`src/rtl/touch_pkg.sv`:
```
// touch_pkg: shared types and constants for the touchscreen UART receiver
// Exports: bit_state_e (byte deserializer FSM), pkt_state_e (packet FSM),
//   SYNC_BIT, PEN_BIT, COORD_W.
// Optional feature macro: TOUCH_UART_RX_PARITY_EN adds the BS_PARITY state.
package touch_pkg;
  localparam int SYNC_BIT = 7;
  localparam int PEN_BIT  = 0;
  localparam int COORD_W  = 12;
  typedef enum logic [2:0] {
    BS_IDLE,
    BS_START,
    BS_DATA,
`ifdef TOUCH_UART_RX_PARITY_EN
    BS_PARITY,
`endif
    BS_STOP,
    BS_WAIT_IDLE
  } bit_state_e;
  typedef enum logic [2:0] {
    PS_SYNC,
    PS_B1,
    PS_B2,
    PS_B3,
    PS_B4
  } pkt_state_e;
endpackage

```
`src/rtl/touch_uart_rx_byte.sv`:
```
// uart_rx_byte: oversampling UART byte deserializer (8N1, or 8E1 with TOUCH_UART_RX_PARITY_EN)
// Ports: clk, reset_n (async active-low), rxd (async serial in, idle high),
//   byte_valid (1-cycle strobe in the stop-bit sample cycle), byte_data (valid with strobe),
//   frame_err (1-cycle strobe on bad stop or bad parity).
module uart_rx_byte
  import touch_pkg::*;
#(
  parameter int CLKS_PER_BIT = 5208
) (
  input  logic       clk,
  input  logic       reset_n,
  input  logic       rxd,
  output logic       byte_valid,
  output logic [7:0] byte_data,
  output logic       frame_err
);
  localparam logic [15:0] LAST = 16'(CLKS_PER_BIT - 1);
  localparam logic [15:0] HALF = 16'(CLKS_PER_BIT / 2 - 1);
  logic        s1_q, s2_q, prev_q;
  bit_state_e  state_q, state_d;
  logic [15:0] cnt_q, cnt_d;
  logic [2:0]  idx_q, idx_d;
  logic [7:0]  sh_q, sh_d;
  always_ff @(posedge clk or negedge reset_n) begin
    if (!reset_n) begin
      s1_q    <= 1'b1;
      s2_q    <= 1'b1;
      prev_q  <= 1'b1;
      state_q <= BS_IDLE;
      cnt_q   <= '0;
      idx_q   <= '0;
      sh_q    <= '0;
    end else begin
      s1_q    <= rxd;
      s2_q    <= s1_q;
      prev_q  <= s2_q;
      state_q <= state_d;
      cnt_q   <= cnt_d;
      idx_q   <= idx_d;
      sh_q    <= sh_d;
    end
  end
  always_comb begin
    state_d    = state_q;
    cnt_d      = cnt_q + 16'd1;
    idx_d      = idx_q;
    sh_d       = sh_q;
    byte_valid = 1'b0;
    frame_err  = 1'b0;
    case (state_q)
      BS_IDLE: begin
        cnt_d = '0;
        if (prev_q && !s2_q) state_d = BS_START;
      end
      // Mid-start-bit check rejects short glitches as false starts.
      BS_START: if (cnt_q == HALF) begin
        cnt_d   = '0;
        idx_d   = '0;
        state_d = s2_q ? BS_IDLE : BS_DATA;
      end
      BS_DATA: if (cnt_q == LAST) begin
        cnt_d = '0;
        sh_d  = {s2_q, sh_q[7:1]};
        idx_d = idx_q + 3'd1;
`ifdef TOUCH_UART_RX_PARITY_EN
        if (idx_q == 3'd7) state_d = BS_PARITY;
`else
        if (idx_q == 3'd7) state_d = BS_STOP;
`endif
      end
`ifdef TOUCH_UART_RX_PARITY_EN
      BS_PARITY: if (cnt_q == LAST) begin
        cnt_d     = '0;
        frame_err = s2_q != ^sh_q;
        state_d   = frame_err ? BS_WAIT_IDLE : BS_STOP;
      end
`endif
      BS_STOP: if (cnt_q == LAST) begin
        cnt_d      = '0;
        byte_valid = s2_q;
        frame_err  = !s2_q;
        state_d    = s2_q ? BS_IDLE : BS_WAIT_IDLE;
      end
      BS_WAIT_IDLE: begin
        cnt_d = '0;
        if (s2_q) state_d = BS_IDLE;
      end
      default: state_d = BS_IDLE;
    endcase
  end
  assign byte_data = sh_q;
endmodule

```
`src/rtl/touch_uart_rx.sv`:
```
// touch_uart_rx: touchscreen UART packet decoder with valid/ready output handshake
// Ports: clk, reset_n (async active-low), rxd (serial in), touch_ready (consumer accept),
//   touch_valid/touch_x/touch_y/touch_pen (held sample), frame_err, pkt_err, overrun (1-cycle pulses).
// Packet: B1 (bit7=1, pen in bit0), then B2..B5 with bit7=0 carrying x lo/hi, y lo/hi.
// Optional feature macro: TOUCH_UART_RX_PARITY_EN (even parity per byte).
module touch_uart_rx
  import touch_pkg::*;
#(
  parameter int CLK_HZ = 50000000,
  parameter int BAUD   = 9600
) (
  input  logic         clk,
  input  logic         reset_n,
  input  logic         rxd,
  output logic         touch_valid,
  input  logic         touch_ready,
  output logic [11:0]  touch_x,
  output logic [11:0]  touch_y,
  output logic         touch_pen,
  output logic         frame_err,
  output logic         pkt_err,
  output logic         overrun
);
  localparam int CLKS_PER_BIT = CLK_HZ / BAUD;
  logic               byte_valid, byte_ferr;
  logic [7:0]         byte_data;
  pkt_state_e         pstate_q, pstate_d;
  logic [6:0]         b1_q, b1_d, b3_q, b3_d;
  logic [4:0]         b2_q, b2_d;
  logic               pen_q, pen_d;
  logic               valid_q, valid_d;
  logic [COORD_W-1:0] x_q, x_d, y_q, y_d;
  logic               open_q, open_d;
  logic               ferr_q, ferr_d, perr_q, perr_d, ovr_q, ovr_d;
  logic               done;
  uart_rx_byte #(.CLKS_PER_BIT(CLKS_PER_BIT)) u_byte (
    .clk       (clk),
    .reset_n   (reset_n),
    .rxd       (rxd),
    .byte_valid(byte_valid),
    .byte_data (byte_data),
    .frame_err (byte_ferr)
  );
  always_ff @(posedge clk or negedge reset_n) begin
    if (!reset_n) begin
      pstate_q <= PS_SYNC;
      b1_q     <= '0;
      b2_q     <= '0;
      b3_q     <= '0;
      pen_q    <= 1'b0;
      valid_q  <= 1'b0;
      x_q      <= '0;
      y_q      <= '0;
      open_q   <= 1'b0;
      ferr_q   <= 1'b0;
      perr_q   <= 1'b0;
      ovr_q    <= 1'b0;
    end else begin
      pstate_q <= pstate_d;
      b1_q     <= b1_d;
      b2_q     <= b2_d;
      b3_q     <= b3_d;
      pen_q    <= pen_d;
      valid_q  <= valid_d;
      x_q      <= x_d;
      y_q      <= y_d;
      open_q   <= open_d;
      ferr_q   <= ferr_d;
      perr_q   <= perr_d;
      ovr_q    <= ovr_d;
    end
  end
  always_comb begin
    pstate_d = pstate_q;
    b1_d     = b1_q;
    b2_d     = b2_q;
    b3_d     = b3_q;
    pen_d    = pen_q;
    valid_d  = valid_q && !touch_ready;
    x_d      = x_q;
    y_d      = y_q;
    open_d   = open_q;
    ferr_d   = byte_ferr;
    perr_d   = 1'b0;
    ovr_d    = 1'b0;
    done     = 1'b0;
    if (byte_valid && byte_data[SYNC_BIT]) begin
      pen_d    = byte_data[PEN_BIT];
      perr_d   = pstate_q != PS_SYNC;
      pstate_d = PS_B1;
    end else if (byte_valid) begin
      case (pstate_q)
        PS_SYNC: pstate_d = PS_SYNC;
        PS_B1: begin
          b1_d     = byte_data[6:0];
          pstate_d = PS_B2;
        end
        PS_B2: begin
          b2_d     = byte_data[4:0];
          pstate_d = PS_B3;
        end
        PS_B3: begin
          b3_d     = byte_data[6:0];
          pstate_d = PS_B4;
        end
        PS_B4: begin
          done     = 1'b1;
          pstate_d = PS_SYNC;
        end
        default: pstate_d = PS_SYNC;
      endcase
    end
    // A held, unaccepted sample wins over the new packet.
    if (done && (!valid_q || touch_ready)) begin
      x_d     = {b2_q, b1_q};
      y_d     = {byte_data[4:0], b3_q};
      open_d  = pen_q;
      valid_d = 1'b1;
    end else if (done) begin
      ovr_d = 1'b1;
    end
  end
  assign touch_valid = valid_q;
  assign touch_x     = x_q;
  assign touch_y     = y_q;
  assign touch_pen   = open_q;
  assign frame_err   = ferr_q;
  assign pkt_err     = perr_q;
  assign overrun     = ovr_q;
endmodule

```
`config.mk`:
```
export PLATFORM = sky130hd
export DESIGN_NAME = touch_uart_rx
export DESIGN_NICKNAME = d
export VERILOG_FILES = /design/src/rtl/touch_pkg.sv /design/src/rtl/touch_uart_rx_byte.sv /design/src/rtl/touch_uart_rx.sv
export SDC_FILE = /design/constraint.sdc
export NUM_CORES = 1
export LEC_CHECK = 0
export CORE_UTILIZATION = 52
export DETAILED_ROUTE_END_ITERATION = 8
export PLACE_DENSITY = 0.74
export SLEW_MARGIN = 20
export SYNTH_ARGS = -nofsm -noshare
export SYNTH_HDL_FRONTEND = slang
export SYNTH_HIERARCHICAL = 1
export SYNTH_SLANG_ARGS = --single-unit
```
`constraint.sdc`:
```
create_clock -name clk -period 2.28 [get_ports clk]
set_input_delay 0.456 -clock clk [delete_from_list [all_inputs] [get_ports clk]]
set_output_delay 0.456 -clock clk [all_outputs]
set_load 0.03 [all_outputs]
```
Word level (Yosys, flattened, before mapping) --
Index checks and enable logic that the tools add are counted.
Storage, ports and cells: output and inout port bits 29, input port bits 4, register bits after elaboration 85, logic and storage cells 88
Operators by class: add/sub/neg operators 2, muxes and demuxes 29, reductions and logical operators 20, equal/unequal tests 17, bitwise logic cells 1
Operators with widths (number):
- case mux 16 bit (3 select lines) | 1
- 2-to-1 mux 3 bit | 11
- 2-to-1 mux 16 bit | 2
- adder 16 x 1 -> 16 bit, second input constant | 1
- equality test 16 x 12 -> 1 bit, second input constant | 1
- equality test 16 x 13 -> 1 bit, second input constant | 1
- case mux 3 bit (5 select lines) | 1
- equality test 3 x 2 -> 1 bit, second input constant | 4
- != test 2 x 1 -> 1 bit, second input constant | 6
- AND reduction 3 bit | 4
- 2-to-1 mux 1 bit | 11
- equality test 3 bit, second input constant | 3
- case mux 3 bit (3 select lines) | 1
- equality test 3 x 1 -> 1 bit, second input constant | 2
- case mux 3 bit (2 select lines) | 1
- AND reduction 6 bit | 1
- logical AND 1 bit | 4
- nonzero test 2 bit | 2
- OR reduction 2 bit | 2
- adder 3 x 1 -> 3 bit, second input constant | 1
- zero test 1 bit | 3
- zero test 3 bit | 1
- nonzero test 3 bit | 1
- 2-to-1 mux 2 bit | 1
- other kinds (3) | 3

Longest topological paths before layout --
depth after elaboration 7, gate-level depth with buffers 8, gate-level depth less buffers 7

Modules after synthesis --
The synthesis kept the hierarchy.
Modules (own cells, without submodules):
- touch_uart_rx | cells each 122, area an instance 2053.2 um2, times used 1, sequential area each 1301.2 um2
- uart_rx_byte | cells each 158, area an instance 1696.6 um2, times used 1, sequential area each 829.5 um2

Least setup slack after synthesis --
No wires, ideal clock.
path kind reg-to-reg, from register u_byte.cnt_q[0], to register open_q, in the netlist touch_pen, period minus slack after synthesis 2.393 ns, required time 2.155 ns, library setup time 0.125 ns, data arrival time 2.268 ns, buffers on the path 1, stages on the path, launching flop included 9, path slack -0.113 ns, cell sequence dfrtp_1 ha_1 and4b_1 and4_1 and3_1 nor3b_4 nand3_4 buf_6 mux2_4
On the way: longest elaborated chain between the ends 6, elaborated cells between the ends (all ways) 7, classes of those cells 1 x eq/ne; 4 x mux; 2 x reduce/logical
RTL lines:
- from (decl) | RTL line touch_uart_rx_byte.sv:21 | logic [15:0] cnt_q, cnt_d;
- from (signal assigned) | RTL line touch_uart_rx_byte.sv:38 | cnt_q <= cnt_d;
- equality test 16 x 13 -> 1 bit (*) | RTL line touch_uart_rx_byte.sv:78 | BS_STOP: if (cnt_q == LAST) begin
- 2-to-1 mux 1 bit (*) | RTL line touch_uart_rx_byte.sv:78
- 2-to-1 mux 1 bit (*) | RTL line touch_uart_rx_byte.sv:50 | case (state_q)
- named net byte_valid | RTL line touch_uart_rx.sv:25 | logic byte_valid, byte_ferr;
- 2-to-1 mux 1 bit or logical AND 1 bit (tied branches) | RTL line touch_uart_rx.sv:91, touch_uart_rx.sv:87
- 2-to-1 mux 1 bit (*) | RTL line touch_uart_rx.sv:87 | if (byte_valid && byte_data[SYNC_BIT]) begin
- logical AND 1 bit (*) | RTL line touch_uart_rx.sv:114 | if (done && (!valid_q || touch_ready)) begin
- to (signal assigned) | RTL line touch_uart_rx.sv:67 | open_q <= open_d;
- to (decl) | RTL line touch_uart_rx.sv:33 | logic open_q, open_d;
Mark *: on every way through the listed nets, which the timed path passes. The rest lies on a longest branch. A chain may end at the register's enable or synchronous reset.

Worst setup path in the final report --
from register u_byte.cnt_q[1], to register b1_q[3]
On the way: longest elaborated chain between the ends 6
RTL lines:
- equality test 16 x 13 -> 1 bit (*) | RTL line touch_uart_rx_byte.sv:78
- 2-to-1 mux 1 bit (*) | RTL line touch_uart_rx_byte.sv:78
- 2-to-1 mux 1 bit (*) | RTL line touch_uart_rx_byte.sv:50
- named net byte_valid | RTL line touch_uart_rx.sv:25
- logical AND 1 bit | RTL line touch_uart_rx.sv:87
- NOT 1 bit (no source line)
- AND reduction 3 bit (no source line) (*)
- to (signal assigned) | RTL line touch_uart_rx.sv:47 | b1_q <= '0;
- to (signal assigned) | RTL line touch_uart_rx.sv:60 | b1_q <= b1_d;
- to (decl) | RTL line touch_uart_rx.sv:28 | logic [6:0] b1_q, b1_d, b3_q, b3_d;
Marks and branches as above.

==> reports/qor.txt <==
status: complete, no violations
clock buffer depth: 2
VDD IR max: 455.7 uV
Clk Latency, worst-skew pair: 0.35 ns
1st-iter DRT viols: 104
first-pass iteration count of the detailed router: 4
Reg area: 2131 um2
final hold violations: 0
Post-route DRC: 0
Synth Warn #: 6
Die ar.: 7555 um2
syn nets: 287
max-cap viol count: 0
Synth area leaders: dfrtp_1 55%, mux2_2 9.9%, mux2_4 8.0%
Num CTS Buffers: 9
final wirelength: 7.022 mm
Worst setup endpoint: b1_q[3]
Yosys top cell area share: 54.72%
Async SR Flop Fraction: 100.0%
number of setup violations in the final report: 0
dpl hpwl: 4.929 mm
ANT nets after route: 0
worst r2r dst: b1_q[3]
Avg Synthesized Cell Area: 13.39 um2
Seq/Total Area, Yosys: 56.82%
Crit Reg-Reg Startpoint: u_byte/cnt_q[1]
hold-fix buffers at CTS: 0
Worst EP arrival: 2.49 ns
Mapped Area: 3750 um2
IO Port Bufs: 32
non-filler cells, final: 445
worst-path maximum fanout: 8
Pleak: 2.271 nW
unrepaired setup endpoints after global routing: true
H-tree levels: 3
Yosys top cell by area: dfrtp_1
Slew @ Worst Pin: 0.3739 ns
top achievable clock speed: 442.3 MHz
largest net degree at the start of global routing: 36
first-pass GRT wire length: 11.77 mm
Hold Path Class: in2async
routability congestion estimate: 0.8771
Vias/cell: 5.391
CTS clk-pin slew, worst paths: 0.08 ns
Core ar.: 6869 um2
clock sink total: 85
WL per Instance: 15.78 um
reg-to-reg setup timing slack: 0.02 ns
initial core utilization: 54.59%
initial antenna violation count: 0
layout cell share with drive strength beyond 1: 34.67%
period utilization: 99.17%
num rows: 30
Multi-input gate area: 1587 um2
CP startpoint kind: flop
Die W: 86.92 um
commonest non-fill, non-tap cell in the layout: dfrtp_1
final worst slack: 0.01886 ns
FF-to-FF path depth: 8
synthesized flop and latch total: 85
vias: 2399
fillcell total: 522
most frequent cells in the layout: 82 x dfrtp_1, 31 x clkdlybuf4s50_1, 27 x mux2_4, 27 x buf_4, 26 x mux2_2
Mapped Cells: 280
final period demand of the worst path: 2.261 ns
Power Density: 673.4 nW/um2
Power, Total: 3.139 mW
final instance area: 4662 um2
die height: 86.92 um
# diodes: 0
area grow syn2layout: 24.32%
Post-synth EDFFs: 0
crit path launch: u_byte/cnt_q[1]
Final #Nets: 351
pre-CTS setup slack: 0.006399 ns
vias in the first global route: 2457
placed cells: 427
WS Path Type: reg2reg
post-place instance area: 4374 um2
# IOs: 33
synth unique cells: 49
Max Slew Vio Count: 0
global route overflow: 0
All-Layer GR Usage: 20.63%
clock skew: 0.01268 ns
main flop type after synthesis: dfrtp_1
crit end category: flop
TritonCTS clock tree: built
setup TNS: 0 ns
worst relative slew slack: 74.84%
WP data required: 2.51 ns
root buf cell: clkbuf_8
## synth_stat cells, types with 2 or more instances
| cell | n |
|---|---|
| and4_1 | 2 |
| dfstp_2 | 3 |
| nor4b_1 | 2 |
| nor2_1 | 10 |
| xor2_1 | 5 |
| nor3_1 | 4 |
| nor4_1 | 4 |
| nand2_1 | 13 |
| o31ai_1 | 2 |
| xnor2_1 | 7 |
| mux2_4 | 20 |
| dfrtp_1 | 82 |
| o21ai_0 | 4 |
| and3b_1 | 2 |
| buf_2 | 4 |
| nand4_1 | 3 |
| mux2i_1 | 2 |
| buf_6 | 4 |
| and3_1 | 4 |
| mux2_2 | 33 |
| nand2b_1 | 2 |
| nand3_1 | 14 |
| inv_1 | 8 |
| a21oi_1 | 18 |
| ha_1 | 3 |
| nor4bb_1 | 2 |
## repair_timing
item | in CTS | in global routing
setup buffers | 0 | 2
setup endpoints to repair | 37 | 39
endpoints found under the hold margin | 0 | 0
pin swaps | 0 | 0
gates resized for setup | 2 | 13
## worst max-delay path, stage by stage (launching register included)
cell and delay, ns:
dfrtp_1 0.40, ha_4 0.15, and4b_1 0.26, and4_4 0.24
and3_4 0.19, nor3b_4 0.27, buf_4 0.17, nand3b_4 0.14
mux2_2 0.31
## per-stage QoR
step / hold WS (ns) / utilization [%]
floorplan: 0.1604 / -
global placement: 0.3457 / 63.68
detailed placement: 0.3469 / 63.68
CTS: 0.01537 / 66.87
global route: 0.03375 / 67.87
finish: 0.02646 / 67.87
## report_power, final
group / switching, mW / internal, mW / total [mW]
sequential: 0.0491 / 1.56 / 1.61
combinational: 0.279 / 0.178 / 0.456
clock: 0.509 / 0.566 / 1.07
total: 0.836 / 2.30 / 3.14
## layer usage
metal,up-vias,track usage (%),part of all wire (%)
met2,59,35.22,51
li1,1131,-,-
met4,0,7.273,1.1
met3,7,5.118,3.4
met1,1202,25.52,44
met5,-,0,0
## logic make-up (layout without fill, tap and decap cells)
family / Yosys count / after routing / synth area share (%)
DFF: 85 / 85 / 56.82
and+or+nand+nor: 76 / 76 / 13.08
muxes: 55 / 55 / 18.45
AOI/OAI and AO/OA: 31 / 31 / 5.005
buffers and inverters: 18 / 87 / 2.836
xor gates and xnor gates: 12 / 12 / 2.803
adders and majority gates: 3 / 3 / 1.001
## area by class of cell
type | instances | area share (%)
clock inverter | 5 | 1.208
inverter | 8 | 0.6441
sequential | 85 | 45.71
tap | 96 | 2.576
clock buffer | 11 | 3.247
timing repair buffer | 63 | 12.59
multi-input combinational | 177 | 34.03
## flip-flops by register name, indices dropped and copies added, names as in the netlist, 3 cells and up
register          cells
u_byte/idx_q          3
b1_q                  7
u_byte/cnt_q         16
b2_q                  5
u_byte/byte_data      8
pstate_q              3
b3_q                  7
u_byte/state_q        3
touch_y              12
touch_x              12
## worst min-delay path by stage
stage,from,end,depth (start not counted)
finish,reset_n,touch_x[3],1
detailed placement,u_byte/s1_q,u_byte/s2_q,0
CTS,reset_n,touch_x[1],1
global placement,u_byte/s1_q,u_byte/s2_q,0
floorplan,reset_n,b1_q[0],0
global route,reset_n,touch_x[3],1
Note: power is estimated with default switching activity, not from simulation.
